--- config.mk ---
export PLATFORM = sky130hd
export DESIGN_NAME = l1_wb_mst
export DESIGN_NICKNAME = d
export VERILOG_FILES = /design/src/rtl/l1_mau_pkg.sv /design/src/rtl/fifo.sv /design/src/rtl/l1_rr_arb.sv /design/src/rtl/l1_wb_mst.sv
export SDC_FILE = /design/constraint.sdc
export NUM_CORES = 1
export LEC_CHECK = 0
export BUFFER_PORTS_ARGS = -buffer_cell sky130_fd_sc_hd__buf_2
export CAP_MARGIN = 0
export CORE_ASPECT_RATIO = 1.1
export CORE_MARGIN = 2
export CORE_UTILIZATION = 55
export DETAILED_ROUTE_END_ITERATION = 12
export MAX_ROUTING_LAYER = met4
export PLACE_DENSITY = 0.84
export SETUP_SLACK_MARGIN = 0.3
export SLEW_MARGIN = 0
export SYNTH_ARGS = -nofsm -noshare
export SYNTH_HDL_FRONTEND = slang
export SYNTH_HIERARCHICAL = 1
export SYNTH_SLANG_ARGS = --single-unit
export TNS_END_PERCENT = 30
--- constraint.sdc ---
create_clock -name wb_clk_i -period 5.08 [get_ports wb_clk_i]
set_input_delay 0 -clock wb_clk_i [delete_from_list [all_inputs] [get_ports wb_clk_i]]
set_output_delay 0 -clock wb_clk_i [all_outputs]
set_load 0.02 [all_outputs]
--- src/rtl/l1_mau_pkg.sv ---
// l1_mau_pkg: shared types and sizing helpers for the L1 memory access unit.
//   req_type_e : kind of client transaction (line refill, non-cacheable read, write)
//   q_entry_t  : one outstanding-queue entry {ch_id, rtype, beats}
//   beats_of   : beats per cache line for a given line/bus width
//   be_w_of    : byte-enable width for a given bus width
package l1_mau_pkg;

  typedef enum logic [1:0] {
    RT_LINE = 2'd0,
    RT_NC   = 2'd1,
    RT_WR   = 2'd2
  } req_type_e;

  // Entry fields are sized for up to 16 channels and up to 255 beats per line.
  localparam int CH_W  = 4;
  localparam int CNT_W = 8;

  typedef struct packed {
    logic [CH_W-1:0]  ch_id;
    req_type_e        rtype;
    logic [CNT_W-1:0] beats;
  } q_entry_t;

  localparam int ENTRY_W = $bits(q_entry_t);

  function automatic int beats_of(input int line_w, input int data_w);
    return line_w / data_w;
  endfunction

  function automatic int be_w_of(input int data_w);
    return data_w / 8;
  endfunction

endpackage

--- src/rtl/fifo.sv ---
// fifo: synchronous first-word-fall-through queue.
//   clk, rst_n  clock, asynchronous active-low reset
//   push, din   write side; a push while full is accepted only together with a pop
//   pop, dout   read side; dout shows the head whenever empty=0
//   empty, full occupancy flags
// DEPTH must be a power of two and at least 2.
module fifo #(
  parameter int WIDTH = 8,
  parameter int DEPTH = 2
) (
  input  logic             clk,
  input  logic             rst_n,
  input  logic             push,
  input  logic [WIDTH-1:0] din,
  input  logic             pop,
  output logic [WIDTH-1:0] dout,
  output logic             empty,
  output logic             full
);

  localparam int AW = $clog2(DEPTH);

  logic [WIDTH-1:0] mem [DEPTH];
  logic [AW-1:0]    wr_ptr, rd_ptr;
  logic [AW:0]      count;
  logic             do_push, do_pop;

  assign empty   = (count == '0);
  assign full    = (count == (AW+1)'(DEPTH));
  assign do_pop  = pop & ~empty;
  assign do_push = push & (~full | do_pop);
  assign dout    = mem[rd_ptr];

  // NOTE: storage has no reset on purpose; only the pointers and count decide
  // which entries are valid, so clearing the array would buy nothing.
  always_ff @(posedge clk) begin
    if (do_push) mem[wr_ptr] <= din;
  end

  always_ff @(posedge clk or negedge rst_n) begin
    if (!rst_n) begin
      wr_ptr <= '0;
      rd_ptr <= '0;
      count  <= '0;
    end else begin
      if (do_push) wr_ptr <= wr_ptr + 1'b1;
      if (do_pop)  rd_ptr <= rd_ptr + 1'b1;
      count <= count + (AW+1)'(do_push) - (AW+1)'(do_pop);
    end
  end

endmodule

--- src/rtl/l1_rr_arb.sv ---
// l1_rr_arb: round-robin arbiter.
//   wb_clk_i, rst_n  clock, asynchronous active-low reset
//   req              per-channel request
//   en               arbitration allowed this cycle
//   gnt              one-hot grant (zero when en=0 or no request)
// Search starts at the channel after the last one granted; after reset the
// pointer sits on the last channel so ch0 has top priority.
module l1_rr_arb #(
  parameter int N_CH = 2
) (
  input  logic            wb_clk_i,
  input  logic            rst_n,
  input  logic [N_CH-1:0] req,
  input  logic            en,
  output logic [N_CH-1:0] gnt
);

  localparam int PTR_W = (N_CH > 1) ? $clog2(N_CH) : 1;

  logic [PTR_W-1:0] last_q;
  logic [PTR_W-1:0] gnt_idx;
  int               idx;

  // NOTE: every signal written here gets a default first, so no path leaves
  // it unassigned and no latch is inferred.
  always_comb begin
    gnt = '0;
    idx = 0;
    if (en) begin
      for (int i = 1; i <= N_CH; i++) begin
        idx = (int'(last_q) + i) % N_CH;
        if (req[idx] && (gnt == '0)) gnt[idx] = 1'b1;
      end
    end
  end

  always_comb begin
    gnt_idx = '0;
    for (int c = 0; c < N_CH; c++) begin
      if (gnt[c]) gnt_idx = PTR_W'(c);
    end
  end

  always_ff @(posedge wb_clk_i or negedge rst_n) begin
    if (!rst_n)    last_q <= PTR_W'(N_CH - 1);
    else if (|gnt) last_q <= gnt_idx;
  end

endmodule

--- src/rtl/l1_wb_mst.sv ---
// l1_wb_mst: arbitrates N_CH L1 clients onto one Wishbone B4 pipelined master.
//   wb_clk_i, rst_n                 clock, asynchronous active-low reset
//   req_val/we/nc/addr/wdata/be     client requests, held until req_ack
//   req_ack, ack_err, ack_data      one-cycle completion pulse, error flag, line/NC data
//   wb_dat_i/ack_i/err_i/rty_i/stall_i  slave response and flow control
//   wb_adr_o/dat_o/sel_o/cyc_o/stb_o/we_o  registered master request
// Line refills issue BEATS beats; NC reads and writes issue one. Each grant
// pushes {ch_id, type, beats} to the outstanding queue; responses retire beats
// of the queue head in order, and the head's last beat pops it and pulses
// req_ack the following cycle.
module l1_wb_mst
  import l1_mau_pkg::*;
#(
  parameter int N_CH    = 2,
  parameter int ADDR_W  = 32,
  parameter int DATA_W  = 32,
  parameter int LINE_W  = 256,
  parameter int MAX_OUT = 2
) (
  input  logic                     wb_clk_i,
  input  logic                     rst_n,
  input  logic [N_CH-1:0]          req_val,
  input  logic [N_CH-1:0]          req_we,
  input  logic [N_CH-1:0]          req_nc,
  input  logic [N_CH*ADDR_W-1:0]   req_addr,
  input  logic [N_CH*DATA_W-1:0]   req_wdata,
  input  logic [N_CH*DATA_W/8-1:0] req_be,
  output logic [N_CH-1:0]          req_ack,
  output logic                     ack_err,
  output logic [LINE_W-1:0]        ack_data,
  input  logic [DATA_W-1:0]        wb_dat_i,
  input  logic                     wb_ack_i,
  input  logic                     wb_err_i,
  input  logic                     wb_rty_i,
  input  logic                     wb_stall_i,
  output logic [ADDR_W-1:0]        wb_adr_o,
  output logic [DATA_W-1:0]        wb_dat_o,
  output logic [DATA_W/8-1:0]      wb_sel_o,
  output logic                     wb_cyc_o,
  output logic                     wb_stb_o,
  output logic                     wb_we_o
);

  localparam int BE_W   = be_w_of(DATA_W);
  localparam int BEATS  = beats_of(LINE_W, DATA_W);
  localparam int LINE_B = LINE_W / 8;
  localparam int BIDX_W = $clog2(BEATS);

  typedef enum logic {S_IDLE, S_ISSUE} iss_state_e;

  iss_state_e state_q, state_d;

  logic [N_CH-1:0]   in_flight, eligible, gnt, done_vec;
  logic              arb_en, grant, accept;
  logic              q_empty, q_full, q_push, q_pop;
  logic [ENTRY_W-1:0] q_dout;
  q_entry_t          push_e, head_e;
  logic              retire, final_beat, beat_err;
  logic [CNT_W-1:0]  rx_cnt, beats_left;
  logic              err_acc;
  logic [LINE_W-1:0] rx_buf, line_next;

  // Request of the granted channel
  logic              sel_we, sel_nc;
  logic [ADDR_W-1:0] sel_addr;
  logic [DATA_W-1:0] sel_wdata;
  logic [BE_W-1:0]   sel_be;
  logic [CH_W-1:0]   sel_ch;
  req_type_e         sel_type;

  // ---------------- arbitration ----------------
  assign eligible = req_val & ~in_flight;
  assign retire     = (wb_ack_i | wb_err_i | wb_rty_i) & ~q_empty;
  assign beat_err   = wb_err_i | wb_rty_i;
  assign final_beat = retire & (rx_cnt == head_e.beats - 1'b1);
  assign q_pop      = final_beat;
  // A full queue may still accept a grant when its head pops the same cycle.
  assign arb_en     = (state_q == S_IDLE) & (~q_full | q_pop);
  assign grant      = |gnt;
  assign q_push     = grant;
  assign accept     = wb_stb_o & ~wb_stall_i;

  l1_rr_arb #(.N_CH(N_CH)) u_arb (
    .wb_clk_i (wb_clk_i),
    .rst_n    (rst_n),
    .req      (eligible),
    .en       (arb_en),
    .gnt      (gnt)
  );

  always_comb begin
    sel_we    = 1'b0;
    sel_nc    = 1'b0;
    sel_addr  = '0;
    sel_wdata = '0;
    sel_be    = '0;
    sel_ch    = '0;
    for (int c = 0; c < N_CH; c++) begin
      if (gnt[c]) begin
        sel_we    = req_we[c];
        sel_nc    = req_nc[c];
        sel_addr  = req_addr[c*ADDR_W +: ADDR_W];
        sel_wdata = req_wdata[c*DATA_W +: DATA_W];
        sel_be    = req_be[c*BE_W +: BE_W];
        sel_ch    = CH_W'(c);
      end
    end
  end

  assign sel_type = sel_we ? RT_WR : (sel_nc ? RT_NC : RT_LINE);

  always_comb begin
    push_e.ch_id = sel_ch;
    push_e.rtype = sel_type;
    push_e.beats = (sel_type == RT_LINE) ? CNT_W'(BEATS) : CNT_W'(1);
  end

  fifo #(.WIDTH(ENTRY_W), .DEPTH(MAX_OUT)) u_outq (
    .clk   (wb_clk_i),
    .rst_n (rst_n),
    .push  (q_push),
    .din   (push_e),
    .pop   (q_pop),
    .dout  (q_dout),
    .empty (q_empty),
    .full  (q_full)
  );

  assign head_e = q_entry_t'(q_dout);

  // ---------------- issue FSM ----------------
  always_ff @(posedge wb_clk_i or negedge rst_n) begin
    if (!rst_n) state_q <= S_IDLE;
    else        state_q <= state_d;
  end

  always_comb begin
    state_d = state_q;
    case (state_q)
      S_IDLE:  if (grant) state_d = S_ISSUE;
      S_ISSUE: if (accept && (beats_left == CNT_W'(1))) state_d = S_IDLE;
      default: state_d = S_IDLE;
    endcase
  end

  // Master request registers: loaded on grant, held while stalled, address
  // stepped by one bus word per accepted beat.
  // NOTE: sequential state uses non-blocking assignments so every register
  // samples pre-edge values regardless of statement order.
  always_ff @(posedge wb_clk_i or negedge rst_n) begin
    if (!rst_n) begin
      wb_stb_o   <= 1'b0;
      wb_we_o    <= 1'b0;
      wb_adr_o   <= '0;
      wb_dat_o   <= '0;
      wb_sel_o   <= '0;
      beats_left <= '0;
    end else if (grant) begin
      wb_stb_o   <= 1'b1;
      wb_we_o    <= sel_we;
      wb_adr_o   <= (sel_type == RT_LINE) ? (sel_addr & ~ADDR_W'(LINE_B - 1)) : sel_addr;
      wb_dat_o   <= sel_we ? sel_wdata : '0;
      wb_sel_o   <= sel_we ? sel_be : '1;
      beats_left <= push_e.beats;
    end else if (accept) begin
      if (beats_left == CNT_W'(1)) begin
        wb_stb_o <= 1'b0;
        wb_we_o  <= 1'b0;
      end else begin
        wb_adr_o <= wb_adr_o + ADDR_W'(BE_W);
      end
      beats_left <= beats_left - 1'b1;
    end
  end

  assign wb_cyc_o = wb_stb_o | ~q_empty;

  // ---------------- response path ----------------
  // Refill beats collect in rx_buf so ack_data stays stable until the next
  // completion; the final beat is merged on the way into ack_data.
  always_comb begin
    line_next = rx_buf;
    line_next[rx_cnt[BIDX_W-1:0]*DATA_W +: DATA_W] = wb_dat_i;
  end

  assign done_vec = final_beat ? (N_CH'(1) << head_e.ch_id) : '0;

  always_ff @(posedge wb_clk_i or negedge rst_n) begin
    if (!rst_n) begin
      rx_cnt    <= '0;
      err_acc   <= 1'b0;
      rx_buf    <= '0;
      req_ack   <= '0;
      ack_err   <= 1'b0;
      ack_data  <= '0;
      in_flight <= '0;
    end else begin
      req_ack <= done_vec;
      // A channel stays blocked through its req_ack cycle, so a client still
      // holding req_val that cycle cannot be granted twice.
      in_flight <= (in_flight | gnt) & ~req_ack;
      if (retire) begin
        if (head_e.rtype == RT_LINE) rx_buf <= line_next;
        if (final_beat) begin
          rx_cnt  <= '0;
          err_acc <= 1'b0;
          ack_err <= err_acc | beat_err;
          case (head_e.rtype)
            RT_LINE: ack_data <= line_next;
            RT_NC:   ack_data <= LINE_W'(wb_dat_i);
            default: ;
          endcase
        end else begin
          rx_cnt  <= rx_cnt + 1'b1;
          err_acc <= err_acc | beat_err;
        end
      end
    end
  end

endmodule
==> results.md <==
* Crit Path Class: flip-flop to flip-flop
* Status: complete, no violations
* Die X at between 200 and 250 µm
* Starting DRT DRC Count at roughly 3,200
* EDFF count, synth at 28
* Final GP Congestion at a little under 1
* Worst-path clk slew at around 70 ps
* Fin crit share at about nine tenths
* Initial Util at a little under three fifths
* Die area at about 56,000 µm²
* Clk_lat worst skew at slightly above 600 ps
* PD cells at slightly below 600 nW/µm²
* Placeable Area at between 50,000 and 60,000 µm²
* Switching Power at roughly 0.0088 W
* IO Port Bufs at about 510
* Post-Route Skew at about 29 ps
* Wire per inst at 23.2 µm
* Crit path buffers/inverters at 3
* CP Launch Point: u_outq/rd_ptr
* Startpoint types: flip-flop
* Crit end category: flip-flop
* Setup violations, final at 0
* Io pins at 510
* Largest net degree at the start of global routing at between 100 and 150
* Syn_area_per_cell at ~10 µm²
* Post-Synthesis Cells at approximately 2,900
* Comb pwr share at 38.5%
* Leakage power at about 15 nW
* Largest family of logic cells by synthesized area: simple AND/OR/NAND/NOR gates
* Syn-to-layout area delta at 23.4%
* Power Total at 0.0214 W
* Post-synthesis mux area share at between 10% and 20%
* Vias in the first global route at about 26,000
* Reg2reg start: u_outq/rd_ptr
* Fmax at roughly 0.22 GHz
* Int Pwr at about 0.013 W
* Antenna Nets Post-Route at 0
* CTS Sinks at 638
* Root buffer cell: clkbuf_16
* Post-layout net count at 3,704
* DRC violations left at 0
* Switching Share at about two fifths
* Final wirelength at between 90,000 and 100,000 µm
* Drt first pass iters at 13
* Max VDD drop at 0.000440 V
* Cells along the critical path: buf_4 > mux2_4 > or4_1 > nor4bb_1 > nor3b_1 > a211o_1 > a21oi_1 > nand2_1 > a21oi_1 > buf_4 > nor2b_2 > nand2_1 > nor2_1 > dlygate4sd3_1 > nor2_1
* Yosys warnings at 6
* CTS tree: yes
* Post-synthesis compound-gate area fraction at 11.8%
* Max FO, Critical Path at 12
* Register share of total power at a little under two fifths
* Via/cell ratio at around 6.2
* Clock share of power at 23.1%
* Chip Height at ~250 µm
* Worst EP required at between 5000 and 6000 ps
* Simple-gate share of the synthesized area at 14.4%
* Core Rows at slightly below 90
* Worst-Margin Slew at between 1000 and 1500 ps
* Largest delay share family, worst path: simple AND/OR/NAND/NOR gates
* Mapped Area at 29,700 µm²
* Arr. time, crit path at between 5000 and 6000 ps
* Total GRT Usage at between 30 and 40%
* Slowest cell delay on critical path at just under 600 ps
* Sequential area share after synthesis at a little over half
* XOR/XNOR Fraction of Synth Area at less than 1%
* First-pass GRT wire length at between 150,000 and 200,000 µm
* Rel. slew slack at between 20% and 30%
* Hpwl dp at 56,300 µm
* Max_cap viols at 0
* Post-Synth Adder-Cell Area at less than 1%
* RSZ-0062 raised after global routing: yes
* DR vias at approximately 27,000
* Clk buf depth at 3
* Util after Layout at between 60% and 70%
* Setup tns final at 0 ps
* Synthesis-stage register bit count at about 640
* Critical-path top delay cell: dlygate4sd3_1
* Initial antenna violation count at 9
* Hold Path Class: primary input to asynchronous set/reset pin
* Fin. Hold Viols at 0
* Layout cell share with drive strength beyond 1 at 22.8%
* Global route overflow at 0
* Max H-tree Level at 3
* Clock period minus worst slack at ~4600 ps
* Distinct cells, synth at 66
* Slew Viols, Final at 0
* Ys flop type: dfrtp_1
* Hold_ws at around 64 ps
* CTS buffer count at 66
* FFs w/ async S/R, synth at between 90% and 100%
[placed cells by master (no fill, tap or decap), drive strengths merged, types with 4 or more instances in the layout]
cell | synthesis | layout
nand2 | 619 | 619
dfrtp | 609 | 609
buf | 49 | 554
mux2 | 367 | 367
a21oi | 269 | 269
o21ai | 263 | 263
nand3 | 222 | 222
dlygate4sd3 | 0 | 184
clkbuf | 201 | 98
a22oi | 54 | 54
nor2 | 48 | 48
edfxtp | 28 | 28
inv | 19 | 22
xnor2 | 18 | 18
conb | 1 | 18
nand4 | 13 | 13
and3 | 12 | 12
nor3 | 12 | 12
diode | 0 | 11
xor2 | 11 | 11
ha | 11 | 11
clkinv | 2 | 11
o22ai | 10 | 10
a2bb2oi | 8 | 8
nor4 | 8 | 8
nor2b | 7 | 7
or3 | 6 | 6
and2 | 6 | 6
o21a | 5 | 5
bufinv | 0 | 5
and3b | 4 | 4
nand3b | 4 | 4
and4 | 4 | 4
nand2b | 4 | 4
a31oi | 4 | 4
o31ai | 4 | 4
nor3b | 4 | 4
[final timing paths]
kind,to,cells past startpoint,slack [ps]
setup / recovery,wb_sel_o[1],15,430
hold / removal,wb_sel_o[1],2,60
setup reg to reg,wb_sel_o[1],15,430
hold reg to reg,state_q,1,470
max in group asynchronous,ack_data[11],3,3660
min in group wb_clk_i,u_outq/mem[0][10],3,70
[cells in the mapped netlist, types with 22 or more instances]
cell      count  area (µm²)
mux2_2      113        1270
dfrtp_1     609       15200
edfxtp_1     28         841
mux2_1      245        2760
nand2_1     619        2320
a22oi_1      54         405
nor2_1       48         180
o21ai_0     259        1300
buf_6        22         248
nand3_1     222        1110
a21oi_1     267        1340
clkbuf_1    201         754
[cell families after synthesis]
group / Yosys count
other: 1
multiplexers: 367
XOR/XNOR: 29
flip-flops: 638
adder cells (fa/ha/maj): 11
AND/OR/NAND/NOR: 986
buffers and inverters: 271
AO/OA/AOI/OAI: 636
[flip-flops by register name, indices dropped and copies added (netlist names), 4 cells and up]
name and flops:
u_outq/mem 28, beats_left 8, wb_dat_o 32, ack_data 256
rx_buf 256, wb_sel_o 4, rx_cnt 8, wb_adr_o 32
[through the flow]
stage	area, µm²	worst slack (ps)	cells
after floorplan	29700	589	2956
after global placement	32500	656	3940
after detailed placement	32500	477	3940
after CTS	36500	340	4241
after global routing	36600	253	4255
final	36600	434	4255
[metal layers]
| layer | share of wire, % | track usage, % | up-vias |
|---|---|---|---|
| met4 | 6.8 | 20.8 | 0 |
| met5 | 0 | - | - |
| met1 | 37 | 44.1 | 12900 |
| met3 | 11 | 11.1 | 550 |
| met2 | 45 | 54.8 | 1763 |
| li1 | - | - | 11300 |
[worst reg2reg max path, stage by stage, from the launching register on]
cell	delay, ps
dfrtp_2	500
buf_4	240
mux2_4	330
or4_1	490
nor4bb_1	340
nor3b_1	150
a211o_1	370
a21oi_1	290
nand2_1	110
a21oi_1	140
buf_4	230
nor2b_2	360
nand2_1	220
nor2_1	140
dlygate4sd3_1	580
nor2_1	50
[what timing repair did]
| item | 4_1_cts | 5_1_grt |
|---|---|---|
| resized for setup | 0 | 9 |
| buffers inserted | 0 | 2 |
| hold buffers | 184 | 0 |
| endpoints found under the hold margin | 447 | 0 |
| setup endpoints to repair | 0 | 69 |
[power by group through the flow]
stage          Sequential, W  Clock, W  Combinational (W)
3_5_place_dp         0.00817         0            0.00785
6_report             0.00821   0.00495            0.00823
2_1_floorplan        0.00928         0            0.00370
5_1_grt              0.00839   0.00520            0.00888
4_1_cts              0.00812   0.00497            0.00801
3_3_place_gp         0.00810         0            0.00768
[layout make-up]
| type | count | area [µm²] |
|---|---|---|
| fillers | 3712 | 16800 |
| flip-flops and latches | 638 | 16100 |
| multi-input cells | 2047 | 12500 |
| repair buffers | 739 | 4850 |
| clock buffers | 97 | 1910 |
| well taps | 682 | 853 |
| clock inverters | 20 | 268 |
| inverters | 21 | 82.6 |
| diodes | 11 | 27.5 |
(Power assumes the default switching activity.)
